$ cat src/rtl/gsensor_sequencer.sv
// gsensor_sequencer: configures an ADXL345-class G-sensor through a byte SPI master, then polls X/Y on a fixed tick
// Ports: MAX10_CLK1_50 clock, reset async active-high; spi_start/rw/addr/wdata request and spi_busy/done/rdata
//        handshake to the SPI master; data_x/data_y/data_valid published samples; init_done, fault (sticky
//        timeout) and overrun (dropped tick) status.
module gsensor_sequencer #(
  parameter int SAMPLE_DIV = 250000,
  parameter int TIMEOUT = 4096,
  parameter logic [7:0] CFG_FORMAT = 8'h0B,
  parameter logic [7:0] CFG_RATE = 8'h0A,
  parameter logic [7:0] CFG_POWER = 8'h08
) (
  input  logic        MAX10_CLK1_50,
  input  logic        reset,
  output logic        spi_start,
  output logic        spi_rw,
  output logic [5:0]  spi_addr,
  output logic [7:0]  spi_wdata,
  input  logic        spi_busy,
  input  logic        spi_done,
  input  logic [7:0]  spi_rdata,
  output logic [15:0] data_x,
  output logic [15:0] data_y,
  output logic        data_valid,
  output logic        init_done,
  output logic        fault,
  output logic        overrun
);
  localparam int TW = $clog2(SAMPLE_DIV);
  localparam int OW = $clog2(TIMEOUT + 1);
  typedef enum logic [2:0] {INIT, WAIT, READ, PUBLISH, RECOVER} state_t;
  state_t state_q, state_d;
  logic [1:0] idx_q, idx_d;
  logic [TW-1:0] tick_q, tick_d;
  logic [OW-1:0] tmo_q, tmo_d;
  logic [3:0] rec_q, rec_d;
  logic armed_q, out_q, out_d, pend_q, pend_d;
  logic rw_q, rw_d;
  logic [5:0] addr_q, addr_d;
  logic [7:0] wdata_q, wdata_d, x0_q, x0_d, x1_q, x1_d, y0_q, y0_d;
  logic [15:0] data_x_q, data_x_d, data_y_q, data_y_d;
  logic valid_q, valid_d, init_q, init_d, fault_q, fault_d, ovr_q, ovr_d;
  logic wrap, consume, accept;
  // Issue is combinational so it sees spi_busy in the very cycle it fires; armed_q keeps it low
  // until the request registers hold the first INIT write after reset.
  assign spi_start = armed_q && !out_q && !spi_busy && (state_q == INIT || state_q == READ);
  always_comb begin
    state_d = state_q;
    idx_d = idx_q;
    rec_d = rec_q;
    out_d = out_q || spi_start;
    x0_d = x0_q;
    x1_d = x1_q;
    y0_d = y0_q;
    data_x_d = data_x_q;
    data_y_d = data_y_q;
    valid_d = 1'b0;
    init_d = init_q;
    fault_d = fault_q;
    wrap = tick_q == TW'(SAMPLE_DIV - 1);
    consume = state_q == WAIT && pend_q;
    tick_d = wrap ? '0 : tick_q + 1'b1;
    pend_d = wrap || (pend_q && !consume);
    ovr_d = wrap && pend_q && !consume;
    accept = out_q && spi_done;
    // The start cycle counts as cycle 0, so the fault lands exactly TIMEOUT cycles after spi_start.
    tmo_d = spi_start ? OW'(1) : out_q ? tmo_q + 1'b1 : tmo_q;
    case (state_q)
      INIT: if (accept) begin
        out_d = 1'b0;
        idx_d = idx_q == 2'd2 ? 2'd0 : idx_q + 1'b1;
        if (idx_q == 2'd2) begin
          init_d = 1'b1;
          state_d = WAIT;
        end
      end
      WAIT: if (pend_q) state_d = READ;
      READ: if (accept) begin
        out_d = 1'b0;
        idx_d = idx_q + 1'b1;
        x0_d = idx_q == 2'd0 ? spi_rdata : x0_q;
        x1_d = idx_q == 2'd1 ? spi_rdata : x1_q;
        y0_d = idx_q == 2'd2 ? spi_rdata : y0_q;
        // Publish straight from the last byte so data_valid trails the 4th spi_done by one cycle.
        if (idx_q == 2'd3) begin
          data_x_d = {x1_q, x0_q};
          data_y_d = {spi_rdata, y0_q};
          valid_d = 1'b1;
          state_d = PUBLISH;
        end
      end
      PUBLISH: state_d = WAIT;
      RECOVER: begin
        rec_d = rec_q + 1'b1;
        if (rec_q == 4'd15) begin
          state_d = INIT;
          idx_d = 2'd0;
        end
      end
      default: state_d = INIT;
    endcase
    if (out_q && !spi_done && tmo_q == OW'(TIMEOUT - 1)) begin
      fault_d = 1'b1;
      init_d = 1'b0;
      out_d = 1'b0;
      idx_d = 2'd0;
      rec_d = 4'd0;
      state_d = RECOVER;
    end
    // Request fields are staged one cycle ahead from the next state so they are stable when spi_start fires.
    rw_d = state_d == READ;
    addr_d = state_d == READ ? 6'h32 + {4'b0, idx_d} : idx_d == 2'd0 ? 6'h31 : idx_d == 2'd1 ? 6'h2C : 6'h2D;
    wdata_d = state_d == READ ? 8'h00 : idx_d == 2'd0 ? CFG_FORMAT : idx_d == 2'd1 ? CFG_RATE : CFG_POWER;
  end
  always_ff @(posedge MAX10_CLK1_50 or posedge reset) begin
    if (reset) begin
      state_q <= INIT;
      idx_q <= '0;
      tick_q <= '0;
      tmo_q <= '0;
      rec_q <= '0;
      armed_q <= 1'b0;
      out_q <= 1'b0;
      pend_q <= 1'b0;
      rw_q <= 1'b0;
      addr_q <= '0;
      wdata_q <= '0;
      x0_q <= '0;
      x1_q <= '0;
      y0_q <= '0;
      data_x_q <= '0;
      data_y_q <= '0;
      valid_q <= 1'b0;
      init_q <= 1'b0;
      fault_q <= 1'b0;
      ovr_q <= 1'b0;
    end else begin
      state_q <= state_d;
      idx_q <= idx_d;
      tick_q <= tick_d;
      tmo_q <= tmo_d;
      rec_q <= rec_d;
      armed_q <= 1'b1;
      out_q <= out_d;
      pend_q <= pend_d;
      rw_q <= rw_d;
      addr_q <= addr_d;
      wdata_q <= wdata_d;
      x0_q <= x0_d;
      x1_q <= x1_d;
      y0_q <= y0_d;
      data_x_q <= data_x_d;
      data_y_q <= data_y_d;
      valid_q <= valid_d;
      init_q <= init_d;
      fault_q <= fault_d;
      ovr_q <= ovr_d;
    end
  end
  assign spi_rw = rw_q;
  assign spi_addr = addr_q;
  assign spi_wdata = wdata_q;
  assign data_x = data_x_q;
  assign data_y = data_y_q;
  assign data_valid = valid_q;
  assign init_done = init_q;
  assign fault = fault_q;
  assign overrun = ovr_q;
endmodule
$ cat config.mk
export PLATFORM = sky130hd
export DESIGN_NAME = gsensor_sequencer
export DESIGN_NICKNAME = d
export VERILOG_FILES = /design/src/rtl/gsensor_sequencer.sv
export SDC_FILE = /design/constraint.sdc
export NUM_CORES = 1
export LEC_CHECK = 0
export BUFFER_PORTS_ARGS = -buffer_cell sky130_fd_sc_hd__buf_2
export CORE_AREA = 2 2 120 122
export CTS_CLUSTER_SIZE = 28
export DETAILED_ROUTE_END_ITERATION = 16
export DIE_AREA = 0 0 122 124
export GPL_TIMING_DRIVEN = 0
export HOLD_SLACK_MARGIN = 0.03
export SYNTH_ARGS = -nofsm -noshare
export SYNTH_HDL_FRONTEND = slang
export SYNTH_SLANG_ARGS = --single-unit
$ cat constraint.sdc
create_clock -name MAX10_CLK1_50 -period 7.85 [get_ports MAX10_CLK1_50]
set_input_delay 1.1775 -clock MAX10_CLK1_50 [delete_from_list [all_inputs] [get_ports MAX10_CLK1_50]]
set_output_delay 1.1775 -clock MAX10_CLK1_50 [all_outputs]
set_load 0.03 [all_outputs]
Yosys cells after proc, flatten, opt, wreduce, memory -nomap -nowiden
Cells that the tools add are included.

Register bits after elaboration: 114. Input bits: 12. Output and inout port bits: 52. Word-level logic and storage cells: 103.

Add/sub/neg operators: 5. Eq/ne operators: 12. Muxes and demuxes: 35. Reductions and logical operators: 31.

Operators by type and width (number): $mux W13 (2); $mux W3 (7); $add A18 B1 Y18 const B (1); $eq A18 B18 Y1 const B (1); $mux W18 (1); $pmux W3 S5 (1); $reduce_and A3 Y1 (5); $mux W2 (7); $add A13 B1 Y13 const B (1); $eq A13 B12 Y1 const B (1); $mux W4 (3); $mux W1 (11); $logic_and A1 B1 Y1 (10); $reduce_bool A2 Y1 (5); $eq A3 B2 Y1 const B (3); $add A5 B3 Y6 const A (1); $mux W6 (1); $pmux W2 S3 (1); $mux W5 (1); $add A4 B1 Y4 const B (1); $eq A2 B1 Y1 const B (2); $eq A2 B2 Y1 const B (2); $eq A4 B4 Y1 const B (1); $logic_not A1 Y1 (4); 7 further kinds (10).

Depth between registers and ports, before layout
Gate-level depths: netlist of run 1.

Depth after elaboration: 9. Mapped depth: 6. Gate-level depth less buffers: 6.

Worst setup path before layout of run 1
OpenSTA, ideal clock, no wires.

Path type: input port to output port. Start: in spi_busy. End: out spi_start. Data arrival time: 2.267 ns. Data required time: 6.673 ns. Setup slack: 4.405 ns. Stages on the path: 3. Path buffers: 1. Cell sequence: nand2b_1 > nor4_1 > clkbuf_1.

Word-level cells in the longest chain between the ends: 3.

RTL lines: from (decl) (line 18) `input logic spi_busy,`; $logic_not A1 Y1 (line 45) `assign spi_start = armed_q && !out_q && !spi_busy && (state_q == INIT || state_q == READ);`; $logic_and A1 B1 Y1 (2 in a row) (line 45); to (decl) (line 14) `output logic spi_start,`.

No other way between the ends.

Worst setup path after layout of run 1
Ends and elaborated chain as after synthesis.

==> results.md, run 1 <==
* Final TNS setup at 0 ns
* Post-synth EDFFs at 0
* MaxCap Viol Count at 0
* Combinational group share of total power at 16.4%
* Setup slack at placement at 3.87 ns
* Starting DRC count in detailed routing at 154
* CTS tree: built
* Antenna diodes at 0
* Share of cells above drive strength 1 at 34.2%
* Fmax at 250 MHz
* Routability Congestion at 0.755
* Total die area at 15,100 um^2
* Die Y at 124 um
* Largest net degree at the start of global routing at 73
* Final ANT Viol Nets at 0
* Clock skew at 0.00837 ns
* Starting density of the core at 34.7%
* Min Tclk post-route at 4.00 ns
* Post-route clock period utilization at 50.9%
* Worst setup SP type: input port
* Cell variety after synth at 42
* Synth area leaders: dfrtp_1 (59%), mux2_2 (13%), nor2_1 (2.7%)
* Synthesized area at 4760 um^2
* Hpwl dp at 6.18 mm
* Crit Path Category: input port to output port
* Post-synthesis async set-or-reset flop share at 100%
* Flop-to-flop setup slack at 5.81 ns
* Worst skew pair latency at 0.36 ns
* Slew Limit Fails at 0
* Row count at 43
* Vias in the first global route at 2,962
* Hold Crit Class: flop to flop
* Depth of the most critical reg-to-reg path at 6
* Status: completed
* Crit path required time at 6.67 ns
* Final hold viol count at 0
* Number of buffers created by CTS at 9
* Final nets at 468
* First-pass GRT wire length at 15.2 mm
* Reg2reg end: data_x[1]
* Commonest non-fill, non-tap cell in the layout: dfrtp_1
* Final worst slack at 3.85 ns
* Ys flop type: dfrtp_1
* Crit path max fanout at 10
* Switching power at 393 uW
* Post-synthesis sequential area ratio at 58.9%
* Post-route DRC violation count at 0
* Worst-Margin Slew at 0.899 ns
* Layout area overhead at 18.1%
* Critical path's largest stage delay at 0.69 ns
* Most frequent cells in the layout: dfrtp_1 (112), buf_2 (65), mux2_2 (57)
* Worst hold endpoint: fault
* Worst EP arrival at 2.82 ns
* Hold Crit Start: fault
* Worst path most repeated cell: buf_2
* Pwr Density at 242 nW/um^2
* IO Pins at 64
* Final setup vio count at 0
* Root buffer selected by CTS: clkbuf_16
* Clk sinks at 112
* All-Layer GR Usage at 13.1%
* Via density at 4.73
* H-tree lvl count at 3
* Reg2reg start: state_q[0]
* Synthesized instance count at 374
* Global route overflow at 0
* CTS Hold Bufs at 0
* Via Count at 2,997
* Initial antenna violation count at 0
* Slew HR at 39.5%
* Hold path depth at 1
* Die Width at 122 um
* Final WL at 9.23 mm
* CTS max path bufs at 2
* CTS clk-pin slew, worst paths at 0.07 ns
* Avg WL per Cell at 14.6 um
* Core area at 13,700 um^2
* Avg Inst Size Synth at 12.7 um^2
* Worst-path cell chain: buf_2 > nand2b_1 > nor4_1 > clkbuf_1 > buf_2
* Clock Power Share at 34.6%
* # port buffers at 58
* Crit. path cell count at 5
* Post-cts resize count at 0
* Share of the synthesized area in the top cell type at 58.9%
* Critical path capture point type: output port
* Maximum vdd ir drop at 113 uV
* Setup Buffers After CTS at 0
* Leakage at 0.00283 uW
* Warning count from the yosys run at 0
* Flop pwr share at 49.0%
* Post-synth top area cell: dfrtp_1
* RSZ-0062 raised after global routing: false
* Slowest-stage cell, CP: nor4_1
* WP buf/inv at 3
* Number of synthesized register bits at 112
* Delay-heaviest family, CP: simple AND/OR/NAND/NOR gates
* Internal Pwr Total at 967 uW
* Net Sw Frac at 28.9%
* DR pass1 iterations at 4
## per-layer routing
layer / GRT usage [%] / share of wire [%] / up-vias
met5: 0 / 0 / -
met1: 17.4 / 48 / 1493
met3: 2.98 / 4.2 / 11
met4: 5.60 / 1.4 / 0
li1: - / - / 1445
met2: 20.6 / 46 / 48
## state kept, by name, summed over array words and instances, names as in the netlist, 2 cells and up
register and flops:
tmo_q 13, state_q 3, tick_q 18, spi_wdata 3
x1_q 8, spi_addr 6, data_y 16, y0_q 8
idx_q 2, data_x 16, x0_q 8, rec_q 4
## power by group through the flow
stage	combinational, uW	sequential (uW)	clock, uW
floorplan	135	705	0
global placement	219	674	0
detailed placement	225	678	0
CTS	227	667	484
global route	250	674	511
finish	223	666	470
## worst max path at each step
stage                        start         end  slack [ns]
final                     spi_busy   spi_start        3.85
after global routing      spi_busy   spi_start        3.76
after CTS                 spi_busy   spi_start        3.87
after detailed placement  spi_busy   spi_start        3.87
after global placement       reset    tmo_q[5]        2.46
after floorplan              reset  data_valid        3.71
## logic make-up after synthesis
group	count (synthesis)	share of synthesized area, %
AO/OA/AOI/OAI	28	3.99
XOR/XNOR	27	4.97
adder cells (fa/ha/maj)	8	2.10
buffers and inverters	25	2.79
flip-flops	112	58.9
multiplexers	61	14.3
other	2	0.158
AND/OR/NAND/NOR	111	12.8
## per-stage QoR
stage / cells / hold slack, ns / util [%] / total power, uW / area, um^2
3_5_place_dp: 617 / 0.458 / 38.8 / 902 / 5320
4_1_cts: 633 / 0.476 / 41.0 / 1380 / 5620
5_1_grt: 633 / 0.512 / 41.0 / 1430 / 5620
3_3_place_gp: 616 / 0.447 / 38.6 / 893 / 5290
6_report: 633 / 0.469 / 41.0 / 1360 / 5620
2_1_floorplan: 378 / 0.435 / - / 840 / 4780
## synthesized netlist by cell type, drive strengths merged, types with 2 or more instances
cell and n:
mux2 57, nand2 12, nor2b 5, conb 2, a211o 2, ha 8, and3 6, nor2 34
and4 3, clkbuf 3, a21o 3, mux2i 4, nor4 6, xnor2 14, nand3 12, xor2 13
nand2b 7, inv 8, or2 3, o21ai 8, a21oi 4, buf 14, nor3 4, nand4 12
a31oi 4, dfrtp 112, a211oi 3
## final cells by class
class,instances,area (um^2)
plain buffers,17,103
clock buffers,10,229
clock inverters,6,72.6
fillers,1319,8100
inverters,8,32.5
multi-input cells,241,1840
flip-flops and latches,112,2800
well taps,180,225
repair buffers,59,318
No activity file was read; power rests on OpenSTA's default activity.
==> run 2: changes to the inputs <==
Clock period 7.85 ns to 3.39 ns, I/O delays scaled along.
==> run 2 against run 1 <==
Sequential power rose by 130%. Critical path type is now flop to output port. Power rose by 130%. Clock power rose by 120%. Largest cell class unchanged.
==> results.md, run 2 (synthesis results as in run 1) <==
* Status: completed (unchanged)
* Worst EP arrival at 2.21 ns (was 2.82 ns)
* MaxCap Viol Count at 0 (unchanged)
* Critical path capture point type: output port (unchanged)
* Final TNS setup at 0 ns (unchanged)
* Clock skew at 0.00580 ns (was 0.00837 ns)
* Fmax at 367 MHz
* Slew Limit Fails at 0 (unchanged)
* DR pass1 iterations at 5 (was 4)
* Die Y at 124 um (unchanged)
* All-Layer GR Usage at 12.4% (was 13.1%)
* Commonest non-fill, non-tap cell in the layout: dfrtp_1 (unchanged)
* Starting DRC count in detailed routing at 222 (was 154)
* DP Area at 5360 um^2 (was 5320 um^2)
* Hpwl dp at 6.34 mm (was 6.18 mm)
* Largest reg by FF count: tick_q (unchanged)
* IO Pins at 64 (unchanged)
* Via density at 4.72 (was 4.73)
* Initial antenna violation count at 0 (unchanged)
* Final ANT Viol Nets at 0 (unchanged)
* Post-route clock period utilization at 80.3%
* Worst-Margin Slew at 0.732 ns (was 0.899 ns)
* Slew HR at 50.8% (was 39.5%)
* Crit path required time at 2.88 ns (was 6.67 ns)
* Post-cts resize count at 0 (unchanged)
* Row count at 43 (unchanged)
* Min Tclk post-route at 2.72 ns
* Routability Congestion at 0.816 (was 0.755)
* CTS Hold Bufs at 0 (unchanged)
* Clk sinks at 112 (unchanged)
* Maximum vdd ir drop at 232 uV (was 113 uV)
* Global route overflow at 0 (unchanged)
* Vias in the first global route at 2,921 (was 2,962)
* Die Width at 122 um (unchanged)
* Avg WL per Cell at 14.1 um (was 14.6 um)
* Leakage at 0.00284 uW (was 0.00283 uW)
* CTS clk-pin slew, worst paths at 0.07 ns (about the same)
* Pwr Density at 553 nW/um^2 (was 242 nW/um^2)
* Crit path max fanout at 10 (unchanged)
* Design area at 5650 um^2 (was 5620 um^2)
* CTS tree: built (unchanged)
* # port buffers at 58 (unchanged)
* Setup Buffers After CTS at 0 (unchanged)
* Worst skew pair latency at 0.34 ns (was 0.36 ns)
* H-tree lvl count at 3 (unchanged)
* CTS max path bufs at 2 (unchanged)
* Share of cells above drive strength 1 at 34.4% (was 34.2%)
* Antenna diodes at 0 (unchanged)
* Crit Path Category: flop to output port (was input port to output port)
* Most frequent cells in the layout: dfrtp_1 (112), buf_2 (65), mux2_2 (57) (unchanged)
* Setup slack at placement at 0.820 ns (was 3.87 ns)
* First-pass GRT wire length at 14.7 mm (was 15.2 mm)
* Final worst slack at 0.668 ns (was 3.85 ns)
* Number of buffers created by CTS at 9 (unchanged)
* Largest net degree at the start of global routing at 42 (was 73)
* Hold Crit Class: input port to asynchronous set/reset pin (was flop to flop)
* Via Count at 2,988 (was 2,997)
* Fillcell total at 1,290 (was 1,319)
* Core area at 13,700 um^2 (unchanged)
* Layout area overhead at 18.7% (was 18.1%)
* Final hold viol count at 0 (unchanged)
* Final WL at 8.89 mm (was 9.23 mm)
* Post-route DRC violation count at 0 (unchanged)
* Max reg flops at 18 (unchanged)
* Worst setup SP type: flop (was input port)
* Final setup vio count at 0 (unchanged)
* RSZ-0062 raised after global routing: false (unchanged)
* Final nets at 470 (was 468)
* Root buffer selected by CTS: clkbuf_16 (unchanged)
* Total die area at 15,100 um^2 (unchanged)
* Starting density of the core at 34.7% (unchanged)
[run 2: critical path, cell delays in order, from the launching register on]
cell and delay [ns]:
dfrtp_1 0.37, buf_2 0.17, nor4_1 0.63, clkbuf_1 0.42
buf_2 0.28
[run 2: power breakdown]
part / internal, uW / total, uW / leakage, uW / switching, uW
clock network: 589 / 1050 / 0.000141 / 463
registers: 1450 / 1540 / 0.00150 / 91.4
logic: 207 / 527 / 0.00120 / 321
[run 2: path summary, 6_finish.rpt]
path                               start          end  slack [ns]  cells after the start
min in group MAX10_CLK1_50  spi_rdata[1]    data_y[9]        0.45                      2
max                                out_q    spi_start        0.67                      4
max reg2reg                     idx_q[0]  spi_addr[1]        1.37                      6
max in group asynchronous          reset      x0_q[0]        2.59                      4
min                                reset     tmo_q[6]        0.13                      2
min reg2reg                   tick_q[16]   tick_q[16]        0.47                      1
[run 2: metrics by stage]
stage	utilization, %	hold slack (ns)	power, uW	std cells
floorplan	-	0.435	1950	378
global placement	38.6	0.447	2070	616
detailed placement	39.0	0.464	2100	619
CTS	41.2	0.124	3160	633
global route	41.2	0.142	3290	633
finish	41.2	0.131	3120	633
[run 2: layout make-up]
type	instances	area (um^2)	share of cell area [%]
Buffer	17	103	1.82
Clock buffer	10	239	4.23
Clock inverter	4	55.1	0.975
Inverter	8	33.8	0.598
Multi-Input combinational cell	241	1840	32.6
Sequential cell	112	2800	49.6
Tap cell	180	225	3.99
Timing Repair Buffer	61	350	6.20
[run 2: metal layers]
layer,up-vias,part of all wire [%],global-route usage [%],wire length (um)
li1,1444,-,-,-
met1,1482,48,16.9,4240
met2,56,47,19.6,4200
met3,6,4.1,2.70,361
met4,0,1.0,4.74,92
met5,-,0,0,0
